$ cat src/rtl/nios_oci_dct_pkg.sv
// Shared constants, state encoding and symbol placement for the OCI DCT packer.
// Latency: n/a (types and pure functions only).
// Backpressure: n/a.
package nios_oci_dct_pkg;

    localparam int SYM_W = 2;
    localparam int DEPTH = 15;
    localparam int CNT_W = 4;
    localparam int BUF_W = SYM_W * DEPTH;

    typedef enum logic [1:0] {
        S_RUN   = 2'd0,
        S_FLUSH = 2'd1,
        S_ENDED = 2'd2
    } state_e;

    // Symbol meanings as produced by the OCI trace logic; the packer does not interpret them.
    typedef enum logic [SYM_W-1:0] {
        DCT_NONE   = 2'd0,
        DCT_LOAD   = 2'd1,
        DCT_STORE  = 2'd2,
        DCT_MARKER = 2'd3
    } dct_sym_e;

    // OR a symbol into the buffer at slot idx (LSB-first packing).
    function automatic logic [BUF_W-1:0] place_sym(input logic [BUF_W-1:0] acc,
                                                   input logic [SYM_W-1:0] s,
                                                   input logic [CNT_W-1:0] idx);
        place_sym = acc | (BUF_W'(s) << (SYM_W * int'(idx)));
    endfunction

endpackage

$ cat src/rtl/nios_base_inst_cpu_oci_dct_packer_if.sv
// Symbol input, packed-buffer output and end-of-test status bundle.
// Latency: n/a (wires only).
// Backpressure: sym_ready toward the producer, dct_ready from the consumer.
interface nios_base_inst_cpu_oci_dct_packer_if;
    import nios_oci_dct_pkg::*;

    logic             sym_valid;
    logic [SYM_W-1:0] sym;
    logic             sym_ready;
    logic             end_req;
    logic [BUF_W-1:0] dct_buffer;
    logic [CNT_W-1:0] dct_count;
    logic             dct_valid;
    logic             dct_ready;
    logic             test_ending;
    logic             test_has_ended;

    // Packer side.
    modport slave (
        input  sym_valid, sym, end_req, dct_ready,
        output sym_ready, dct_buffer, dct_count, dct_valid, test_ending, test_has_ended
    );

    // Producer/consumer side.
    modport master (
        output sym_valid, sym, end_req, dct_ready,
        input  sym_ready, dct_buffer, dct_count, dct_valid, test_ending, test_has_ended
    );

endinterface

$ cat src/rtl/nios_oci_dct_out_slot.sv
// Single-entry holding register for a packed buffer and its symbol count.
// Latency: 1 cycle from load to out_vld.
// Backpressure: contents held while out_vld && !out_rdy; caller loads only when empty or draining.
module nios_oci_dct_out_slot
    import nios_oci_dct_pkg::*;
(
    input  logic             clk,
    input  logic             reset,
    input  logic             load,
    input  logic [BUF_W-1:0] load_buf,
    input  logic [CNT_W-1:0] load_cnt,
    input  logic             out_rdy,
    output logic             out_vld,
    output logic [BUF_W-1:0] out_buf,
    output logic [CNT_W-1:0] out_cnt
);

    logic             vld_q, vld_d;
    logic [BUF_W-1:0] buf_q, buf_d;
    logic [CNT_W-1:0] cnt_q, cnt_d;

    // Load wins over drain so back-to-back buffers leave no gap; a bare drain zeroes the slot.
    always_comb begin
        vld_d = vld_q;
        buf_d = buf_q;
        cnt_d = cnt_q;
        if (load) begin
            vld_d = 1'b1;
            buf_d = load_buf;
            cnt_d = load_cnt;
        end else if (vld_q && out_rdy) begin
            vld_d = 1'b0;
            buf_d = '0;
            cnt_d = '0;
        end
    end

    // Slot registers.
    always_ff @(posedge clk or posedge reset) begin
        if (reset) begin
            vld_q <= 1'b0;
            buf_q <= '0;
            cnt_q <= '0;
        end else begin
            vld_q <= vld_d;
            buf_q <= buf_d;
            cnt_q <= cnt_d;
        end
    end

    assign out_vld = vld_q;
    assign out_buf = buf_q;
    assign out_cnt = cnt_q;

endmodule

$ cat src/rtl/nios_base_inst_cpu_oci_dct_packer.sv
// Packs 2-bit DCT symbols LSB-first into 15-symbol buffers and runs the end-of-test flush.
// Latency: full buffer visible 1 cycle after the 15th accept; flush loads 2 cycles after end_req.
// Backpressure: sym_ready drops only when the 15th symbol has no slot to go to; stalls in flush/ended.
module nios_base_inst_cpu_oci_dct_packer
    import nios_oci_dct_pkg::*;
(
    input  logic                                clk,
    input  logic                                reset,
    nios_base_inst_cpu_oci_dct_packer_if.slave  bus
);

    state_e           state_q, state_d;
    logic [BUF_W-1:0] acc_q, acc_d;
    logic [CNT_W-1:0] acc_cnt_q, acc_cnt_d;

    logic             slot_load;
    logic [BUF_W-1:0] slot_buf;
    logic [CNT_W-1:0] slot_cnt;
    logic             slot_vld;
    logic [BUF_W-1:0] slot_out_buf;
    logic [CNT_W-1:0] slot_out_cnt;
    logic             slot_free;
    logic             acc_last;
    logic             sym_acc;

    assign slot_free = !slot_vld || bus.dct_ready;
    assign acc_last  = (acc_cnt_q == CNT_W'(DEPTH - 1));

    // Only the buffer-completing symbol needs the slot, so only it waits on dct_ready.
    assign bus.sym_ready = !reset && (state_q == S_RUN) &&
                           !(acc_last && slot_vld && !bus.dct_ready);
    assign sym_acc       = bus.sym_valid && bus.sym_ready;

    // Accumulate symbols, hand off full/partial buffers, and sequence run -> flush -> ended.
    always_comb begin
        state_d   = state_q;
        acc_d     = acc_q;
        acc_cnt_d = acc_cnt_q;
        slot_load = 1'b0;
        slot_buf  = acc_q;
        slot_cnt  = acc_cnt_q;
        case (state_q)
            S_RUN: begin
                if (sym_acc) begin
                    if (acc_last) begin
                        slot_load = 1'b1;
                        slot_buf  = place_sym(acc_q, bus.sym, acc_cnt_q);
                        slot_cnt  = CNT_W'(DEPTH);
                        acc_d     = '0;
                        acc_cnt_d = '0;
                    end else begin
                        acc_d     = place_sym(acc_q, bus.sym, acc_cnt_q);
                        acc_cnt_d = acc_cnt_q + 1'b1;
                    end
                end
                if (bus.end_req) begin
                    state_d = S_FLUSH;
                end
            end
            S_FLUSH: begin
                if ((acc_cnt_q != '0) && slot_free) begin
                    slot_load = 1'b1;
                    acc_d     = '0;
                    acc_cnt_d = '0;
                end
                if ((acc_cnt_q == '0) && !slot_vld) begin
                    state_d = S_ENDED;
                end
            end
            default: begin
            end
        endcase
    end

    // Packer state registers.
    always_ff @(posedge clk or posedge reset) begin
        if (reset) begin
            state_q   <= S_RUN;
            acc_q     <= '0;
            acc_cnt_q <= '0;
        end else begin
            state_q   <= state_d;
            acc_q     <= acc_d;
            acc_cnt_q <= acc_cnt_d;
        end
    end

    nios_oci_dct_out_slot u_slot (
        .clk      (clk),
        .reset    (reset),
        .load     (slot_load),
        .load_buf (slot_buf),
        .load_cnt (slot_cnt),
        .out_rdy  (bus.dct_ready),
        .out_vld  (slot_vld),
        .out_buf  (slot_out_buf),
        .out_cnt  (slot_out_cnt)
    );

    assign bus.dct_valid      = slot_vld;
    assign bus.dct_buffer     = slot_out_buf;
    assign bus.dct_count      = slot_out_cnt;
    assign bus.test_ending    = (state_q == S_FLUSH);
    assign bus.test_has_ended = (state_q == S_ENDED);

endmodule

$ cat src/flat_wrapper.sv
// flat-port wrapper written by rule: the top's interface ports become plain ports
module nios_base_inst_cpu_oci_dct_packer_flat import nios_oci_dct_pkg::*;
  (clk, reset, bus_sym_valid, bus_sym, bus_end_req, bus_dct_ready, bus_sym_ready, bus_dct_buffer, bus_dct_count, bus_dct_valid, bus_test_ending, bus_test_has_ended);
  nios_base_inst_cpu_oci_dct_packer_if bus_i ();
  input  logic clk;
  input  logic reset;
  input wire logic [$bits(bus_i.sym_valid)-1:0] bus_sym_valid;
  input wire logic [$bits(bus_i.sym)-1:0] bus_sym;
  input wire logic [$bits(bus_i.end_req)-1:0] bus_end_req;
  input wire logic [$bits(bus_i.dct_ready)-1:0] bus_dct_ready;
  output wire logic [$bits(bus_i.sym_ready)-1:0] bus_sym_ready;
  output wire logic [$bits(bus_i.dct_buffer)-1:0] bus_dct_buffer;
  output wire logic [$bits(bus_i.dct_count)-1:0] bus_dct_count;
  output wire logic [$bits(bus_i.dct_valid)-1:0] bus_dct_valid;
  output wire logic [$bits(bus_i.test_ending)-1:0] bus_test_ending;
  output wire logic [$bits(bus_i.test_has_ended)-1:0] bus_test_has_ended;
  assign bus_i.sym_valid = bus_sym_valid;
  assign bus_i.sym = bus_sym;
  assign bus_i.end_req = bus_end_req;
  assign bus_i.dct_ready = bus_dct_ready;
  assign bus_sym_ready = bus_i.sym_ready;
  assign bus_dct_buffer = bus_i.dct_buffer;
  assign bus_dct_count = bus_i.dct_count;
  assign bus_dct_valid = bus_i.dct_valid;
  assign bus_test_ending = bus_i.test_ending;
  assign bus_test_has_ended = bus_i.test_has_ended;
  nios_base_inst_cpu_oci_dct_packer u_core (.clk(clk), .reset(reset), .bus(bus_i));
endmodule
$ cat config.mk
export PLATFORM = sky130hd
export DESIGN_NAME = nios_base_inst_cpu_oci_dct_packer_flat
export DESIGN_NICKNAME = d
export VERILOG_FILES = /design/src/rtl/nios_oci_dct_pkg.sv /design/src/rtl/nios_base_inst_cpu_oci_dct_packer_if.sv /design/src/rtl/nios_oci_dct_out_slot.sv /design/src/rtl/nios_base_inst_cpu_oci_dct_packer.sv /design/src/flat_wrapper.sv
export SDC_FILE = /design/constraint.sdc
export NUM_CORES = 1
export LEC_CHECK = 0
export ABC_AREA = 0
export CORE_MARGIN = 4
export CORE_UTILIZATION = 54
export CTS_CLUSTER_DIAMETER = 200
export CTS_CLUSTER_SIZE = 16
export DETAILED_ROUTE_END_ITERATION = 6
export MAX_ROUTING_LAYER = met4
export PLACE_DENSITY = 0.75
export RECOVER_POWER = 100
export SYNTH_ARGS = -nofsm -noshare
export SYNTH_HDL_FRONTEND = slang
export SYNTH_SLANG_ARGS = --single-unit
$ cat constraint.sdc
create_clock -name clk -period 2.8 [get_ports clk]
set_input_delay 0.56 -clock clk [delete_from_list [all_inputs] [get_ports clk]]
set_output_delay 0.56 -clock clk [all_outputs]
set_load 0.005 [all_outputs]
Yosys cells after proc, flatten, opt, wreduce, memory -nomap -nowiden
Cells that the tools add are included.
Widths: inputs -> output; s select.

storage, ports and cells
  output and inout port bits = 38
  register bits after elaboration = 71
  memory bits (writable) = 0
  memories = 0
  latch bits = 0
  memory bits (read-only) = 0
  input port bits = 7
  logic and storage cells = 63

operators by class
  reduce and logical (&&, ||, !) cells = 20
  multiply operators = 0
  shift-type cells = 1
  add/sub/neg operators = 1
  mux-type cells = 27
  eq/ne operators = 7
  div/mod/pow operators = 0
  bitwise operators = 1
  $lt $le $gt $ge = 0

operator list
  kind                 count
  $mux 30              8
  $pmux 30 s2          1
  $mux 4               8
  $or 30x30->30        1
  $shl 2x5->30         1
  $logic_and 1x1->1    8
  $pmux 4 s2           1
  $ne 2x1->1 const B   3
  $reduce_and 3->1     2
  $mux 1               5
  $add 4x1->4 const B  1
  $eq 4x4->1 const B   1
  $logic_not 1->1      4
  $logic_not 4->1      1
  $mux 2               2
  $pmux 2 s2           1
  $reduce_bool 2->1    2
  $reduce_bool 4->1    1
  $eq 2x1->1 const B   1
  $eq 2x2->1 const B   1
  $logic_not 2->1      1
  $ne 2x2->1 const B   1
  $pmux 1 s2           1
  $logic_or 1x1->1     1

Logic depth before layout (Yosys ltp)
  depth in word-level cells = 9
  gate-level depth with buffers = 10
  gate-level depth less buffers = 6

Cells and area by module
A second synthesis with hierarchy kept.

unflattened totals
  cells, all modules = 325
  area, all modules = 3393.3 um^2

modules (own cells, without submodules)
  module                             sequential area each (um^2)  cells each  times used  area each (um^2)
  nios_base_inst_cpu_oci_dct_packer  900.9                        208         1           1875.5
  nios_oci_dct_out_slot              875.8                        117         1           1517.7

Worst setup path before layout
Ideal clock, no wire load.

  kind = flip-flop to output port
  from = reg u_core.acc_cnt_q[0]
  to = out bus_sym_ready
  buffers on the path = 1
  cell stages (with the launch flop) = 6
  path slack = 655 ps
  data arrival time = 1585 ps
  cells stage by stage = dfrtp_1 > clkbuf_1 > inv_1 > ha_1 > and3_1 > a2111oi_0

between the ends
  word-level cells in the longest chain between the ends = 5

RTL lines
  what                             line                                     source
  start: declaration               nios_base_inst_cpu_oci_dct_packer.sv:14  logic [CNT_W-1:0] acc_cnt_q, acc_cnt_d;
  start signal: assignment         nios_base_inst_cpu_oci_dct_packer.sv:84  acc_cnt_q <= acc_cnt_d;
  $eq 4x4->1                       nios_base_inst_cpu_oci_dct_packer.sv:27  assign acc_last = (acc_cnt_q == CNT_W'(DEPTH - 1));
  $logic_and 1x1->1 (2 in series)  nios_base_inst_cpu_oci_dct_packer.sv:31  !(acc_last && slot_vld && !bus.dct_ready);
  $logic_not 1->1                  nios_base_inst_cpu_oci_dct_packer.sv:31
  $logic_and 1x1->1                nios_base_inst_cpu_oci_dct_packer.sv:30  assign bus.sym_ready = !reset && (state_q == S_RUN) &&
  end: declaration                 flat_wrapper.sv:11                       output wire logic [$bits(bus_i.sym_ready)-1:0] bus_sym_ready;

Every way passes these cells.

Worst setup path in the final report
  from = reg u_core.acc_cnt_q[1]
  to = out bus_sym_ready

The elaborated chain is that of the path after synthesis.

==> load_flow_metrics.sql <==
INSERT INTO impl_metrics (metric_group, metric, value, unit) VALUES
('synth', 'postSynthNetCount', '331', ''),
('synth', 'yosys.area_share.xor_xnor', '0.2851', '%'),
('power', 'clock_power_share', '31.9', '%'),
('clock_network', 'cts_buffer_depth', '2', ''),
('finish', 'area_growth_syn_to_layout', '23.75', '%'),
('synth', 'part_of_the_yosys_area_used_for_sequential_elements', '57.84', '%'),
('grt', 'grt_remaining_overflow', '0', ''),
('power', 'cell_internal_pwr', '2.006', 'mW'),
('synth', 'synth_simple_gate_area_share', '20.00', '%'),
('synth', 'netlist_instances', '321', ''),
('synth', 'synth.ff_latch_count', '71', ''),
('synth', 'synth_largest_area_cell', 'dfrtp_1', ''),
('clock_network', 'cts-root-buf', 'clkbuf_8', ''),
('placement', 'detailed_place.area', '3607', 'um2'),
('flow_run', 'max-cap-violations', '1', ''),
('power', 'comb_power_share', '21.4', '%'),
('detailed_routing', 'drt_first_pass_iters', '5', ''),
('finish', 'nNetsFinal', '378', ''),
('placement', 'place.gp.congestion', '0.9102', ''),
('clock_network', 'cts.clk_slew.worst_paths', '0.07', 'ns'),
('timing', 'worst_slew_pin_slew', '1.705', 'ns'),
('detailed_routing', 'wire_per_inst', '16.34', 'um'),
('critical_path', 'critical_path.startpoint_type', 'register', ''),
('detailed_routing', 'drt_iter0_drc', '196', ''),
('placement', 'dp_hpwl', '4742', 'um'),
('critical_path', 'cp-end-kind', 'primary output', ''),
('timing', 'maxSlewViolCount', '72', ''),
('die', 'die_h', '83.42', 'um'),
('critical_path', 'worst-path-max-fanout', '8', ''),
('synth', 'synthFlopType', 'dfrtp_1', ''),
('grt', 'track_usage', '23.12', '%'),
('clock_network', 'clock_latency', '0.33', 'ns'),
('critical_path', 'path_class', 'reg2out', ''),
('outcome', 'outcome', 'finished, violations left', ''),
('detailed_routing', 'route.detailed.vias_per_inst', '5.867', ''),
('die', 'placementRows', '27', ''),
('die', 'die_w', '83.42', 'um'),
('clock_network', 'cts_hold_repair.buffers', '0', ''),
('power', 'pwr_density_cell', '743.5', 'nW/um2'),
('synth', 'muxShareOfSynthArea', '0', '%'),
('timing', 'rsz0062_at_grt', 'no', ''),
('synth', 'syn_area', '3072', 'um2'),
('clock_network', 'post_cts_buffers', '0', ''),
('critical_path', 'crit_buf_inv', '1', ''),
('finish', 'fillCellCount', '443', ''),
('synth', 'synth_top_area_share', '57.84', '%'),
('critical_path', 'cp_cell_sequence', 'ha_1 -> and3_1 -> a2111oi_0 -> dlygate4sd2_1', ''),
('clock_network', 'cts-resized-gates', '3', ''),
('die', 'floorplan.io_pins', '45', ''),
('detailed_routing', 'drt-total-wl', '7273', 'um'),
('critical_path', 'reg2reg_slack', '0.29', 'ns'),
('critical_path', 'worst_ep_required_time', '2.24', 'ns'),
('critical_path', 'crit_path_max_incr_delay', '0.46', 'ns'),
('critical_path', 'timing.critical_path.arrival', '2.00', 'ns'),
('timing', 'fmax', '390.0', 'MHz'),
('power', 'leakage', '1.884', 'nW'),
('detailed_routing', 'antenna_violating_nets_post_route', '0', ''),
('clock_network', 'htree_num_levels', '3', ''),
('clock_network', 'tritoncts', 'yes', ''),
('finish', 'layout.cells.non_filler', '445', ''),
('finish', 'final_cell_area', '3801', 'um2'),
('timing', 'final-setup-viol-count', '0', ''),
('timing', 'timing.final.crit_period', '2.564', 'ns'),
('finish', 'postLayoutCoreUtil', '69.03', '%'),
('outcome', 'violations', 'max-capacitance violations, max-slew violations', ''),
('power', 'netSwitchingPower', '0.8206', 'mW'),
('synth', 'async_reset_ff_share', '100.0', '%'),
('timing', 'tns', '0', 'ns'),
('power', 'netSwitchingFraction', '29.03', '%'),
('detailed_routing', 'remaining_drc_errors', '0', ''),
('grt', 'via_count_of_the_first_global_routing_pass', '2561', '');
[metal layers]
metal	vias to the layer above	global-route usage (%)	part of all wire (%)
met4	0	9.795	1.9
met3	13	5.952	6.0
met2	85	34.04	48
met5	-	-	0
li1	1231	-	-
met1	1282	30.66	45
[power by group through the flow]
stage	Combinational (mW)	Sequential, mW	Clock [mW]
finish	0.606	1.32	0.903
detailed placement	0.654	1.34	0
global route	0.679	1.34	0.967
CTS	0.662	1.32	0.916
global placement	0.640	1.33	0
floorplan	0.322	1.32	0
[kinds of logic (layout without fill, tap and decap cells)]
logic type | count (synthesis) | count (layout)
XOR/XNOR | 1 | 1
AO/OA/AOI/OAI | 81 | 81
AND/OR/NAND/NOR | 133 | 133
adder cells (fa/ha/maj) | 3 | 3
flip-flops | 71 | 71
buffers and inverters | 32 | 84
[area by class of cell]
cell class | count | area, um2 | area share [%]
flip-flops and latches | 71 | 1777 | 46.74
multi-input cells | 218 | 1146 | 30.15
repair buffers | 57 | 525.5 | 13.82
clock buffers | 10 | 137.6 | 3.621
well taps | 72 | 90.09 | 2.370
clock inverters | 6 | 83.83 | 2.205
inverters | 11 | 41.29 | 1.086
[flip-flops by register name (all words and copies together) (netlist names)]
register               flops
u_core.u_slot.out_buf     30
u_core.u_slot.out_cnt      4
u_core.state_q             2
u_core.acc_q              30
u_core.acc_cnt_q           4
u_core.u_slot.out_vld      1
[synth_stat cells, types with 2 or more instances]
| library cell | number |
|---|---|
| a221oi_1 | 2 |
| or3_1 | 2 |
| nand2b_1 | 3 |
| and3b_1 | 3 |
| a31oi_1 | 29 |
| buf_6 | 2 |
| inv_1 | 11 |
| o21ai_0 | 30 |
| nand3_1 | 36 |
| o211ai_1 | 3 |
| buf_2 | 9 |
| ha_1 | 3 |
| nor2_1 | 39 |
| dfrtp_1 | 71 |
| and3_1 | 7 |
| clkbuf_1 | 10 |
| nand2_1 | 37 |
| a21oi_1 | 6 |
| a22oi_1 | 5 |
[layout by cell type (no fill, tap or decap), types with 2 or more instances in the layout]
cell             synthesis  routed
a21oi_1                  6       6
a221oi_1                 2       2
a22oi_1                  5       5
a31oi_1                 29      29
and3_1                   7       7
and3b_1                  3       3
buf_4                    0       9
bufinv_16                0       2
clkbuf_2                 0       3
clkbuf_8                 0      10
clkdlybuf4s50_1          0       6
clkinv_2                 0       3
dfrtp_1                 71      71
dlygate4sd3_1            0      37
ha_1                     3       3
inv_1                   11      10
nand2_1                 37      37
nand2b_1                 3       3
nand3_1                 36      36
nor2_1                  39      39
o211ai_1                 3       3
o21ai_0                 30      30
or3_1                    2       2
[tightest hold or removal path, delay by kind of cell, from the launching register on]
family / cells / cell delay, ns
simple gates: 1 / 0.07
flops: 1 / 0.35
compound gates: 1 / 0.04
[final timing paths]
kind | cells after the start | from | endpoint
worst min register to register | 2 | u_core.acc_q[2] | u_core.acc_q[2]
min in group asynchronous | 3 | reset | u_core.u_slot.out_vld
worst min-delay path | 2 | u_core.acc_q[2] | u_core.acc_q[2]
max in group asynchronous | 3 | reset | u_core.u_slot.out_buf[28]
worst max-delay path | 4 | u_core.acc_cnt_q[1] | bus_sym_ready
worst max register to register | 7 | u_core.acc_cnt_q[1] | u_core.u_slot.out_buf[21]
[per-stage QoR]
step,setup WS [ns],power (mW)
after floorplan,0.4434,1.647
after CTS,0.2624,2.899
after detailed placement,0.1268,1.991
final,0.2361,2.826
after global placement,0.1874,1.968
after global routing,0.09337,2.985
No activity file was read; power rests on OpenSTA's default activity.
